## config.mk

```make
export PLATFORM = sky130hd
export DESIGN_NAME = multicycle_ctrl_flat
export DESIGN_NICKNAME = d
export VERILOG_FILES = /design/src/rtl/mips_pkg.sv /design/src/rtl/multicycle_ctrl_if.sv /design/src/rtl/alu_dec.sv /design/src/rtl/multicycle_ctrl.sv /design/src/flat_wrapper.sv
export SDC_FILE = /design/constraint.sdc
export NUM_CORES = 1
export LEC_CHECK = 0
export ABC_AREA = 1
export CELL_PAD_IN_SITES_DETAIL_PLACEMENT = 1
export CELL_PAD_IN_SITES_GLOBAL_PLACEMENT = 1
export CORE_MARGIN = 1
export CORE_UTILIZATION = 33
export CTS_BUF_LIST = sky130_fd_sc_hd__clkbuf_4
export CTS_CLUSTER_DIAMETER = 60
export DETAILED_ROUTE_END_ITERATION = 8
export GPL_TIMING_DRIVEN = 0
export PLACE_DENSITY = 0.9
export SYNTH_ARGS = -nofsm -noshare
export SYNTH_HDL_FRONTEND = slang
export SYNTH_SLANG_ARGS = --single-unit
```

## constraint.sdc

```tcl
create_clock -name clk -period 1.6 [get_ports clk]
set_input_delay 0.16 -clock clk [delete_from_list [all_inputs] [get_ports clk]]
set_output_delay 0.16 -clock clk [all_outputs]
set_load 0.01 [all_outputs]
```

## src/rtl/mips_pkg.sv

```systemverilog
// mips_pkg: shared state, opcode, funct, ALU-code constants and per-state control decode.
package mips_pkg;
  typedef enum logic [3:0] {
    S_FETCH = 4'd0, S_DECODE = 4'd1, S_MEMADR = 4'd2, S_MEMRD = 4'd3,
    S_MEMWB = 4'd4, S_MEMWR = 4'd5, S_RTYPEEX = 4'd6, S_RTYPEWB = 4'd7,
    S_BEQEX = 4'd8, S_ADDIEX = 4'd9, S_ADDIWB = 4'd10, S_JEX = 4'd11
  } state_t;
  localparam logic [5:0] OP_RTYPE = 6'b000000;
  localparam logic [5:0] OP_LW    = 6'b100011;
  localparam logic [5:0] OP_SW    = 6'b101011;
  localparam logic [5:0] OP_BEQ   = 6'b000100;
  localparam logic [5:0] OP_ADDI  = 6'b001000;
  localparam logic [5:0] OP_J     = 6'b000010;
  localparam logic [5:0] F_ADD = 6'b100000;
  localparam logic [5:0] F_SUB = 6'b100010;
  localparam logic [5:0] F_AND = 6'b100100;
  localparam logic [5:0] F_OR  = 6'b100101;
  localparam logic [5:0] F_SLT = 6'b101010;
  localparam logic [2:0] ALU_ADD = 3'b010;
  localparam logic [2:0] ALU_SUB = 3'b110;
  localparam logic [2:0] ALU_AND = 3'b000;
  localparam logic [2:0] ALU_OR  = 3'b001;
  localparam logic [2:0] ALU_SLT = 3'b111;
  localparam logic [1:0] ALUOP_ADD   = 2'b00;
  localparam logic [1:0] ALUOP_SUB   = 2'b01;
  localparam logic [1:0] ALUOP_FUNCT = 2'b10;
  typedef struct packed {
    logic       pcwrite;
    logic       branch;
    logic       memwrite;
    logic       irwrite;
    logic       regwrite;
    logic       iord;
    logic       memtoreg;
    logic       regdst;
    logic       alusrca;
    logic [1:0] alusrcb;
    logic [1:0] pcsrc;
    logic [1:0] aluop;
  } ctrl_t;
  function automatic ctrl_t ctrl_of(state_t s);
    ctrl_t c;
    c = '0;
    case (s)
      S_FETCH:            begin c.alusrcb = 2'b01; c.irwrite = 1'b1; c.pcwrite = 1'b1; end
      S_DECODE:           c.alusrcb = 2'b11;
      S_MEMADR, S_ADDIEX: begin c.alusrca = 1'b1; c.alusrcb = 2'b10; end
      S_MEMRD:            c.iord = 1'b1;
      S_MEMWB:            begin c.memtoreg = 1'b1; c.regwrite = 1'b1; end
      S_MEMWR:            begin c.iord = 1'b1; c.memwrite = 1'b1; end
      S_RTYPEEX:          begin c.alusrca = 1'b1; c.aluop = ALUOP_FUNCT; end
      S_RTYPEWB:          begin c.regdst = 1'b1; c.regwrite = 1'b1; end
      S_ADDIWB:           c.regwrite = 1'b1;
      S_BEQEX:            begin c.alusrca = 1'b1; c.aluop = ALUOP_SUB; c.pcsrc = 2'b01; c.branch = 1'b1; end
      S_JEX:              begin c.pcsrc = 2'b10; c.pcwrite = 1'b1; end
      default:            c = '0;
    endcase
    return c;
  endfunction
endpackage

```

## src/rtl/multicycle_ctrl_if.sv

```systemverilog
// multicycle_ctrl_if: instruction fields and zero flag in, datapath controls out.
interface multicycle_ctrl_if;
  logic [5:0] op;
  logic [5:0] funct;
  logic       zero;
  logic       pcen;
  logic       memwrite;
  logic       irwrite;
  logic       regwrite;
  logic       iord;
  logic       memtoreg;
  logic       regdst;
  logic       alusrca;
  logic [1:0] alusrcb;
  logic [1:0] pcsrc;
  logic [2:0] alucontrol;
  logic       illegal;
  logic [3:0] state;
  modport master (
    output op, funct, zero,
    input  pcen, memwrite, irwrite, regwrite, iord, memtoreg, regdst, alusrca,
           alusrcb, pcsrc, alucontrol, illegal, state
  );
  modport slave (
    input  op, funct, zero,
    output pcen, memwrite, irwrite, regwrite, iord, memtoreg, regdst, alusrca,
           alusrcb, pcsrc, alucontrol, illegal, state
  );
endinterface

```

## src/rtl/alu_dec.sv

```systemverilog
// alu_dec: maps aluop and R-type funct to the ALU function code.
module alu_dec
  import mips_pkg::*;
(
  input  logic [1:0] aluop,
  input  logic [5:0] funct,
  output logic [2:0] alucontrol
);
  always_comb begin
    alucontrol = aluop == ALUOP_SUB   ? ALU_SUB :
                 aluop != ALUOP_FUNCT ? ALU_ADD :
                 funct == F_SUB       ? ALU_SUB :
                 funct == F_AND       ? ALU_AND :
                 funct == F_OR        ? ALU_OR  :
                 funct == F_SLT       ? ALU_SLT : ALU_ADD;
  end
endmodule

```

## src/rtl/multicycle_ctrl.sv

```systemverilog
// multicycle_ctrl: Moore FSM sequencing fetch/decode/execute/memory/writeback for a multicycle MIPS.
module multicycle_ctrl
  import mips_pkg::*;
(
  input logic               clk,
  input logic               rst,
  multicycle_ctrl_if.slave  bus
);
  state_t     state_q, state_d;
  ctrl_t      ctl_q, ctl_d;
  logic       op_ok;
  logic [2:0] alucontrol;
  always_comb begin
    op_ok = bus.op inside {OP_LW, OP_SW, OP_RTYPE, OP_BEQ, OP_ADDI, OP_J};
    state_d = S_FETCH;
    case (state_q)
      S_FETCH:   state_d = S_DECODE;
      S_DECODE:  state_d = (bus.op == OP_LW || bus.op == OP_SW) ? S_MEMADR :
                           bus.op == OP_RTYPE ? S_RTYPEEX :
                           bus.op == OP_BEQ   ? S_BEQEX   :
                           bus.op == OP_ADDI  ? S_ADDIEX  :
                           bus.op == OP_J     ? S_JEX     : S_FETCH;
      S_MEMADR:  state_d = bus.op == OP_LW ? S_MEMRD : S_MEMWR;
      S_MEMRD:   state_d = S_MEMWB;
      S_RTYPEEX: state_d = S_RTYPEWB;
      S_ADDIEX:  state_d = S_ADDIWB;
      default:   state_d = S_FETCH;
    endcase
    // Controls are registered alongside the state so they stay a pure function of it.
    ctl_d = ctrl_of(state_d);
  end
  always_ff @(posedge clk or posedge rst) begin
    if (rst) begin
      state_q <= S_FETCH;
      ctl_q   <= ctrl_of(S_FETCH);
    end else begin
      state_q <= state_d;
      ctl_q   <= ctl_d;
    end
  end
  alu_dec u_alu_dec (.aluop(ctl_q.aluop), .funct(bus.funct), .alucontrol(alucontrol));
  assign bus.pcen       = ctl_q.pcwrite | (ctl_q.branch & bus.zero);
  assign bus.memwrite   = ctl_q.memwrite;
  assign bus.irwrite    = ctl_q.irwrite;
  assign bus.regwrite   = ctl_q.regwrite;
  assign bus.iord       = ctl_q.iord;
  assign bus.memtoreg   = ctl_q.memtoreg;
  assign bus.regdst     = ctl_q.regdst;
  assign bus.alusrca    = ctl_q.alusrca;
  assign bus.alusrcb    = ctl_q.alusrcb;
  assign bus.pcsrc      = ctl_q.pcsrc;
  assign bus.alucontrol = alucontrol;
  assign bus.illegal    = state_q == S_DECODE && !op_ok;
  assign bus.state      = state_q;
endmodule

```

## src/flat_wrapper.sv

```systemverilog
// flat-port wrapper written by rule: the top's interface ports become plain ports
module multicycle_ctrl_flat import mips_pkg::*;
  (clk, rst, bus_op, bus_funct, bus_zero, bus_pcen, bus_memwrite, bus_irwrite, bus_regwrite, bus_iord, bus_memtoreg, bus_regdst, bus_alusrca, bus_alusrcb, bus_pcsrc, bus_alucontrol, bus_illegal, bus_state);
  multicycle_ctrl_if bus_i ();
  input logic clk;
  input logic rst;
  input wire logic [$bits(bus_i.op)-1:0] bus_op;
  input wire logic [$bits(bus_i.funct)-1:0] bus_funct;
  input wire logic [$bits(bus_i.zero)-1:0] bus_zero;
  output wire logic [$bits(bus_i.pcen)-1:0] bus_pcen;
  output wire logic [$bits(bus_i.memwrite)-1:0] bus_memwrite;
  output wire logic [$bits(bus_i.irwrite)-1:0] bus_irwrite;
  output wire logic [$bits(bus_i.regwrite)-1:0] bus_regwrite;
  output wire logic [$bits(bus_i.iord)-1:0] bus_iord;
  output wire logic [$bits(bus_i.memtoreg)-1:0] bus_memtoreg;
  output wire logic [$bits(bus_i.regdst)-1:0] bus_regdst;
  output wire logic [$bits(bus_i.alusrca)-1:0] bus_alusrca;
  output wire logic [$bits(bus_i.alusrcb)-1:0] bus_alusrcb;
  output wire logic [$bits(bus_i.pcsrc)-1:0] bus_pcsrc;
  output wire logic [$bits(bus_i.alucontrol)-1:0] bus_alucontrol;
  output wire logic [$bits(bus_i.illegal)-1:0] bus_illegal;
  output wire logic [$bits(bus_i.state)-1:0] bus_state;
  assign bus_i.op = bus_op;
  assign bus_i.funct = bus_funct;
  assign bus_i.zero = bus_zero;
  assign bus_pcen = bus_i.pcen;
  assign bus_memwrite = bus_i.memwrite;
  assign bus_irwrite = bus_i.irwrite;
  assign bus_regwrite = bus_i.regwrite;
  assign bus_iord = bus_i.iord;
  assign bus_memtoreg = bus_i.memtoreg;
  assign bus_regdst = bus_i.regdst;
  assign bus_alusrca = bus_i.alusrca;
  assign bus_alusrcb = bus_i.alusrcb;
  assign bus_pcsrc = bus_i.pcsrc;
  assign bus_alucontrol = bus_i.alucontrol;
  assign bus_illegal = bus_i.illegal;
  assign bus_state = bus_i.state;
  multicycle_ctrl u_core (.clk(clk), .rst(rst), .bus(bus_i));
endmodule
```

==> flow_summary.ini <==
[sta]
min_period_ns = 1.687
rsz0062_at_grt = true
fmax_mhz = 592.9
tightestPinTransition_ns = 0.6368
worst_slack_ns = -0.08659
finalHoldViolations = 0
timing.final.crit_share_pct = 105.4
setup_viol = 1
relSlewSlack_pct = 57.50
fin_worst_skew_ns = 0.009810
drv_slew = 0
timing.hold.ws_ns = 0.2414

[die]
die_y_um = 56.70
io_pins = 35
core_area_um2 = 2805
start_util_pct = 35.19
die-area_um2 = 3214
die_w_um = 56.70
rows = 19

[critical_path]
critPathKind = flip-flop to primary output
cp.arrival_ns = 1.53
crit_slowest_cell = dfrtp_2
reg2reg_depth = 9
worstSetupStartpointType = flip-flop
path_depth = 6
r2r-start = u_core.bus.state[2]$_DFF_PP0_
cp_slowest_stage_delay_ns = 0.44
required_ns = 1.44
cp_max_fo = 4
path_cells = nor2_4 -> nand2_4 -> inv_4 -> nand2_2 -> a311oi_2 -> buf_2
r2r-end = u_core.bus.alusrca$_DFF_PP0_
r2r_slack_ns = 0.03
cp_top_family = flip-flops
setup.worst_path.end_class = primary output
crit_buf_inv = 2

[route]
final_antenna_net_count = 0
first_pass_iters = 6
wire_per_inst_um = 14.63
num_vias = 960
wl_mm = 2.911
avgViaCountPerCell = 4.824
drcViolationCount = 6
drt_iter0_markers = 20

[power]
peakVddDrop_mv = 0.3321
cellLeakagePower_uw = 0.0007778
powerDensity_nw_per_um2 = 1225

[grt]
grt_pass1_wl_mm = 4.195
grt_overflow = 0
grt_use_total_pct = 17.25
grt_pass1_vias = 980
grt_max_degree = 18
antenna_found_initial = 0

[placement]
hpwl_mm = 1.958
io_buffers = 34
place_congestion = 0.7773
dp_slack_ns = -0.3669

[yosys]
ys_seq_area_share_pct = 43.47
syn_nets = 135
synth.distinct_cells = 25
netlist_area_um2 = 987.2
syn_area_per_cell_um2 = 8.227
ys_ff_latch = 17
yosys_warnings = 0
synth_cells = 120

[clocking]
cts_max_path_buffers = 2
root_buffer = clkbuf_4
htreeDepth = 1
cts_sinks = 17
cts_hold_buf = 0
clkTransAtPathRegs_ns = 0.10
cts_buffers = 3
clk_latency_ns = 0.29
cts_tree = built

[hold_path]
holdCritPathClass = primary input to async pin

[outcome]
violations = design-rule violations, negative setup slack
status = finished, violations left

[layout]
diodes = 0
fillCellCount = 345
nNetsFinal = 184
drive_above_1_share_pct = 38.69
areaGrowthSynthToFinish_pct = 52.60

[job]
max_cap_viol_count = 0
## cell usage after synthesis, drive strengths merged
master   n  area share (%)
inv     25             9.5
dfstp    3             8.0
o22ai    1            0.63
nand2   24              13
nor4     1            0.63
or2      2             1.3
buf      4             3.0
nor3     1            0.51
nand3   14             8.1
dfrtp   14              35
nor2    23              14
a311oi   1            0.89
o21ai    2             1.4
a21o     1            0.76
o21bai   2             1.5
nand4    1            0.63
a21oi    1            0.51
## worst register-to-register path, delay by kind of cell (launching register included)
| kind | cells | cell delay [ns] |
|---|---|---|
| AND/OR/NAND/NOR | 7 | 0.70 |
| AO/OA/AOI/OAI | 1 | 0.17 |
| flip-flops | 1 | 0.44 |
| buffers and inverters | 1 | 0.15 |
## worst max path at each step
stage	startpoint	end
floorplan	u_core.bus.state[2]$_DFF_PP0_	bus_illegal
global placement	bus_op[4]	bus_illegal
detailed placement	bus_op[4]	bus_illegal
CTS	u_core.bus.state[3]$_DFF_PP0_	bus_illegal
global route	u_core.bus.state[2]$_DFF_PP0_	bus_illegal
finish	u_core.bus.state[2]$_DFF_PP0_	bus_illegal
## report_power, final
part	total (uW)	switching [uW]	internal [uW]
clock	247	133	114
sequential	585	40.8	544
combinational	1010	513	500
## through the flow
| step | power (uW) | TNS [ns] | utilization (%) | cells | instance area (um2) |
|---|---|---|---|---|---|
| 6_report | 1845 | -0.08659 | 53.70 | 199 | 1506 |
| 5_1_grt | 1955 | -0.2503 | 53.70 | 199 | 1506 |
| 4_1_cts | 1662 | -0.1012 | 50.89 | 192 | 1428 |
| 3_5_place_dp | 1384 | -0.9968 | 48.71 | 185 | 1366 |
| 3_3_place_gp | 1343 | -0.6675 | 48.71 | 185 | 1366 |
| 2_1_floorplan | 1047 | 0 | - | 120 | 987.2 |
## what timing repair did
item / CTS / global route
gates resized for setup: 15 / 13
gates cloned: 0 / 0
endpoints found under the hold margin: 0 / 0
setup buffers: 3 / 7
pin swaps: 3 / 5
setup endpoints to repair: 4 / 7
## cell usage in the layout, fill, tap and decap left out
cell | Yosys | layout
a21o_1 | 1 | 1
a21oi_1 | 1 | 1
a311oi_2 | 0 | 1
buf_2 | 0 | 1
buf_4 | 4 | 14
clkbuf_2 | 0 | 2
clkbuf_4 | 0 | 4
clkdlybuf4s50_1 | 0 | 28
dfrtp_1 | 14 | 11
dfrtp_2 | 0 | 3
dfstp_2 | 3 | 3
dlygate4sd2_1 | 0 | 1
dlymetal6s2s_1 | 0 | 2
inv_1 | 20 | 19
inv_2 | 5 | 5
inv_4 | 0 | 1
nand2_1 | 17 | 13
nand2_2 | 4 | 7
nand2_4 | 2 | 3
nand2_8 | 1 | 1
nand3_1 | 12 | 12
nand3_2 | 2 | 2
nand4_1 | 1 | 1
nor2_1 | 9 | 9
nor2_2 | 11 | 8
nor2_4 | 3 | 6
nor3_1 | 1 | 1
nor4_1 | 1 | 1
o21ai_0 | 1 | 1
o21ai_2 | 1 | 1
o21bai_1 | 2 | 1
o21bai_2 | 0 | 1
o22ai_1 | 1 | 1
or2_2 | 2 | 2
## logic make-up (layout without fill, tap and decap cells)
| logic type | Yosys count | count (layout) | share of synthesized area (%) |
|---|---|---|---|
| and+or+nand+nor | 66 | 66 | 38.28 |
| buffers and inverters | 29 | 77 | 12.55 |
| DFF | 17 | 17 | 43.47 |
| AOI/OAI and AO/OA | 8 | 8 | 5.703 |
## area by class of cell
| type | instances | area (um2) | area share [%] |
|---|---|---|---|
| inverter | 25 | 96.34 | 6.395 |
| clock buffer | 4 | 30.03 | 1.993 |
| timing repair buffer | 44 | 404.1 | 26.83 |
| tap | 31 | 38.79 | 2.575 |
| sequential | 17 | 432.9 | 28.74 |
| multi-input combinational | 74 | 474.2 | 31.48 |
| buffer | 4 | 30.03 | 1.993 |
## flip-flops by register name, summed over array words and instances (netlist names)
name                 flops
u_core.bus.alusrcb       2
u_core.bus.state         4
u_core.bus.irwrite       1
u_core.bus.memtoreg      1
u_core.bus.iord          1
u_core.bus.pcsrc         1
u_core.bus.memwrite      1
u_core.bus.regwrite      1
u_core.bus.regdst        1
u_core.bus.alusrca       1
u_core.ctl_q             3
## routing by layer
metal | up-vias | share of wire [%] | wire (um) | GRT usage [%]
met4 | 0 | 0.93 | 27 | 7.500
met1 | 465 | 38 | 1100 | 17.59
li1 | 465 | - | - | -
met3 | 2 | 4.1 | 119 | 1.152
met5 | - | 0 | 0 | 0
met2 | 28 | 57 | 1662 | 35.03
Note: power is estimated with default switching activity, not from simulation.
